==> src/rtl/pc_sequencer.sv <==
// Program-counter sequencer: in-page increment, branches, page jumps and a
// bounded return stack for CALL/RET with a sticky overflow/underflow fault.
module pc_sequencer #(
  parameter int AW    = 10,
  parameter int OW    = 8,
  parameter int DEPTH = 4,
  parameter int PW    = AW - OW,
  parameter int SW    = $clog2(DEPTH + 1)
) (
  input  logic          clk,
  input  logic          start,
  input  logic [AW-1:0] start_address,
  input  logic          stall,
  input  logic [2:0]    cmd,
  input  logic          cond,
  input  logic [AW-1:0] target,
  input  logic [PW-1:0] page,
  output logic [AW-1:0] rp,
  output logic [SW-1:0] sp,
  output logic          stack_full,
  output logic          stack_empty,
  output logic          fault
);

  localparam int IW = (DEPTH > 1) ? $clog2(DEPTH) : 1;

  typedef enum logic [2:0] {
    CMD_SEQ   = 3'd0,
    CMD_BR    = 3'd1,
    CMD_JABS  = 3'd2,
    CMD_CALL  = 3'd3,
    CMD_RET   = 3'd4,
    CMD_JPAGE = 3'd5
  } cmd_e;

  logic [AW-1:0] stack_mem [DEPTH];
  logic [AW-1:0] npc;
  logic [AW-1:0] rp_next;
  logic [SW-1:0] sp_next;
  logic [SW-1:0] sp_dec;
  logic          fault_next;
  logic          push;
  logic [IW-1:0] wr_idx;
  logic [IW-1:0] rd_idx;

  assign npc         = {rp[AW-1:OW], rp[OW-1:0] + OW'(1)};
  assign stack_full  = (sp == SW'(DEPTH));
  assign stack_empty = (sp == '0);
  assign sp_dec      = sp - SW'(1);
  assign wr_idx      = sp[IW-1:0];
  assign rd_idx      = sp_dec[IW-1:0];

  // NOTE: every output of this block gets a default first so no path
  // through the case statement can leave a latch behind.
  always_comb begin
    rp_next    = npc;
    sp_next    = sp;
    fault_next = fault;
    push       = 1'b0;
    case (cmd_e'(cmd))
      CMD_BR:    if (cond) rp_next = {rp[AW-1:OW], target[OW-1:0]};
      CMD_JABS:  rp_next = target;
      CMD_JPAGE: rp_next = {page, target[OW-1:0]};
      CMD_CALL: begin
        if (!stack_full) begin
          push    = 1'b1;
          sp_next = sp + SW'(1);
          rp_next = target;
        end else begin
          fault_next = 1'b1;
        end
      end
      CMD_RET: begin
        if (!stack_empty) begin
          rp_next = stack_mem[rd_idx];
          sp_next = sp_dec;
        end else begin
          fault_next = 1'b1;
        end
      end
      default: ;  // SEQ and reserved codes just advance
    endcase
  end

  // NOTE: registers use non-blocking assignments so every flop samples the
  // pre-edge values, regardless of the order the blocks are evaluated in.
  always_ff @(posedge clk) begin
    if (start) begin
      rp    <= start_address;
      sp    <= '0;
      fault <= 1'b0;
    end else if (!stall) begin
      rp    <= rp_next;
      sp    <= sp_next;
      fault <= fault_next;
    end
  end

  // NOTE: the stack array is deliberately not reset; entries above sp are
  // never read, so clearing them would only cost reset fan-out.
  always_ff @(posedge clk) begin
    if (!start && !stall && push) stack_mem[wr_idx] <= npc;
  end

endmodule

==> config.mk <==
export PLATFORM = sky130hd
export DESIGN_NAME = pc_sequencer
export DESIGN_NICKNAME = d
export VERILOG_FILES = /design/src/rtl/pc_sequencer.sv
export SDC_FILE = /design/constraint.sdc
export NUM_CORES = 1
export LEC_CHECK = 0
export BUFFER_PORTS_ARGS = -buffer_cell sky130_fd_sc_hd__buf_2
export CAP_MARGIN = 30
export CORE_ASPECT_RATIO = 1.5
export CORE_UTILIZATION = 30
export DETAILED_ROUTE_END_ITERATION = 10
export PLACE_DENSITY_LB_ADDON = 0.15
export SLEW_MARGIN = 25
export SYNTH_ARGS = -nofsm -noshare
export SYNTH_HDL_FRONTEND = slang
export SYNTH_SLANG_ARGS = --single-unit
==> constraint.sdc <==
create_clock -name clk -period 3 [get_ports clk]
set_clock_uncertainty 0.05 [all_clocks]
set_input_delay 0 -clock clk [delete_from_list [all_inputs] [get_ports clk]]
set_output_delay 0 -clock clk [all_outputs]
set_load 0.02 [all_outputs]
==> reports/results.tsv <==
metric	value	unit
p_leak	1.23	nW
max_slew_margin	0.606	
criticalPathCategory	flop to flop	
dieArea	0.00949	mm²
coreArea	0.00883	mm²
crit_arrival	2.63	ns
clock-sinks	54	
drc	0	
setup_tns	0	ns
finalPower	1.75	mW
netlist_instances	202	
synth_cell_types	45	
io-pin-count	45	
routed-via-count	1937	
synth_ff_type	edfxtp_1	
wirelength	7.09	mm
layout-drive-gt1-share	0.269	
n_antenna_cell	0	
status	complete, no violations	
fmaxAchievable	0.381	GHz
gr-total-overflow	0	
start_kind	flop	
clockBufferDepth	2	
maxCapViolations	0	
drv_slew	0	
critPathMaxFanout	8	
netlist_area	0.00273	mm²
numCtsBuffers	5	
path_clk_slew	0.07	ns
rsz0062_at_grt	false	
viasPerCell	5.24	
syn_nets	238	
yosysWarnings	0	
power.density	527	mW/mm²
clkLatencyLatePin	0.30	ns
place_hpwl	5.13	mm
start_util	0.309	
rows	42	
antenna_found_initial	0	
die_x	79.9	µm
first_pass_iters	4	
setup_ws	0.373	ns
fp.dieH	119	µm
synth_edf_count	50	
cts_tree	built	
holdWs	0.00936	ns
synth_async_sr_flop_share	0	
tightest_slew	0.592	ns
gp_congestion	0.783	
place_ws	0.674	ns
grtUsageTotal	0.164	
h-tree-depth	2	
postSynthAreaPerCell	13.5	µm²
port_buffers	44	
cp.required	3.00	ns
ir_drop	0.000199	V
ys_ff_latch	54	
period_share	0.876	
layout_min_cycle_time	2.63	ns
grt_pass1_vias	1994	
cts_root_buffer	clkbuf_16	
hold_viol	0	
syn_to_final_growth	21.8	%
wl_per_cell	19.2	µm
fin_nets	295	
drt_iter0_drc	203	
setup_viol_count_final	0	
grt_pass1_wl	11.2	mm
antenna_left	0	
seq_area_frac_synth	0.580	
holdCritPathClass	primary input to flop	
grt_max_degree	20	
worstSetupEndpointType	flop	
-- state kept, by name, indices dropped and copies added, names as in the netlist --
name	count
stack_mem	40
rp	10
sp	3
fault	1
-- through the flow --
step | utilization | instances | instance area, µm²
6_report | 0.376 | 370 | 3320
5_1_grt | 0.376 | 370 | 3320
4_1_cts | 0.376 | 370 | 3320
3_5_place_dp | 0.348 | 352 | 3070
3_3_place_gp | 0.348 | 352 | 3070
2_1_floorplan | - | 202 | 2730
-- report_power, final --
group,switching (mW),internal [mW],total (mW)
Combinational,0.152,0.102,0.255
Sequential,0.0261,0.868,0.894
Clock,0.266,0.336,0.603
Total,0.445,1.31,1.75
-- layer usage --
metal	track usage	share of wire	vias up
met1	0.201	0.42	942
met4	0.0949	0.044	0
met3	0.0317	0.039	21
li1	-	-	912
met5	0	0	-
met2	0.263	0.50	62
-- Yosys cell counts (all sizes together), types with 3 or more instances --
library cell / instances / share of area
or3: 3 / 0.0069
clkbuf: 3 / 0.0041
a32oi: 4 / 0.013
nand3: 9 / 0.017
nand2b: 3 / 0.0069
inv: 14 / 0.019
edfxtp: 50 / 0.55
mux4: 10 / 0.083
xnor2: 3 / 0.0096
nor3: 4 / 0.0073
and2: 6 / 0.014
o21ai: 7 / 0.013
buf: 7 / 0.017
nand2: 13 / 0.018
nor2: 4 / 0.0055
dfxtp: 4 / 0.029
a32o: 4 / 0.015
ha: 7 / 0.032
a21o: 3 / 0.0083
a21oi: 8 / 0.019
a221o: 3 / 0.011
o211ai: 4 / 0.011
-- worst paths after layout --
check | start | cells past startpoint | endpoint | slack [ns]
worst max-delay path | sp[1] | 6 | rp[7] | 0.37
worst min-delay path | target[6] | 3 | rp[6] | 0.009
worst max register to register | sp[1] | 6 | rp[7] | 0.37
worst min register to register | fault | 1 | fault | 0.42
-- critical path, cell delays in order, from the launching register on --
cell and delay (ns):
dfxtp_1 0.40, inv_1 0.10, ha_1 0.59, mux4_2 0.38
a32oi_1 0.21, o211ai_1 0.10, dlygate4sd3_1 0.55
-- placed cells by master (no fill, tap or decap), types with 2 or more instances in the layout --
| master | n |
|---|---|
| o21a_1 | 2 |
| ha_1 | 7 |
| o21ai_0 | 7 |
| and3_1 | 2 |
| clkbuf_16 | 5 |
| a222oi_1 | 2 |
| a32o_1 | 4 |
| and2_1 | 6 |
| nor2_1 | 4 |
| a21oi_1 | 7 |
| buf_4 | 6 |
| xnor2_1 | 3 |
| o31ai_1 | 2 |
| a32oi_1 | 4 |
| a21o_1 | 3 |
| nand2b_1 | 3 |
| nand3b_1 | 2 |
| o211ai_1 | 4 |
| dlygate4sd3_1 | 10 |
| nand3_1 | 9 |
| nand2_1 | 13 |
| mux2i_1 | 2 |
| a41oi_1 | 2 |
| mux4_2 | 10 |
| or3_1 | 3 |
| dfxtp_1 | 4 |
| a22oi_1 | 2 |
| nor3_1 | 4 |
| edfxtp_1 | 50 |
| inv_1 | 14 |
| buf_2 | 44 |
| a221o_1 | 3 |
-- timing repair --
action / in CTS / in global routing
hold endpoints to repair: 9 / 0
buffers inserted: 0 / 0
gates resized for setup: 0 / 0
hold buffers: 10 / 0
endpoints found under the setup margin: 0 / 0
-- layout make-up --
class	instances	area, µm²
flip-flops and latches	54	1580
clock inverters	1	8.76
multi-input cells	124	1030
fillers	875	5510
inverters	14	52.6
repair buffers	60	365
well taps	110	138
clock buffers	7	143
-- cell families (layout without fill, tap and decap cells) --
kind of cell,Yosys count,in the layout,share of synthesized area
AOI/OAI and AO/OA,49,49,0.138
and+or+nand+nor,52,52,0.106
muxes,12,12,0.0899
DFF,54,54,0.580
xor gates and xnor gates,4,4,0.0128
buffers and inverters,24,82,0.0408
adders and majority gates,7,7,0.0321
No activity file was read; power rests on OpenSTA's default activity.
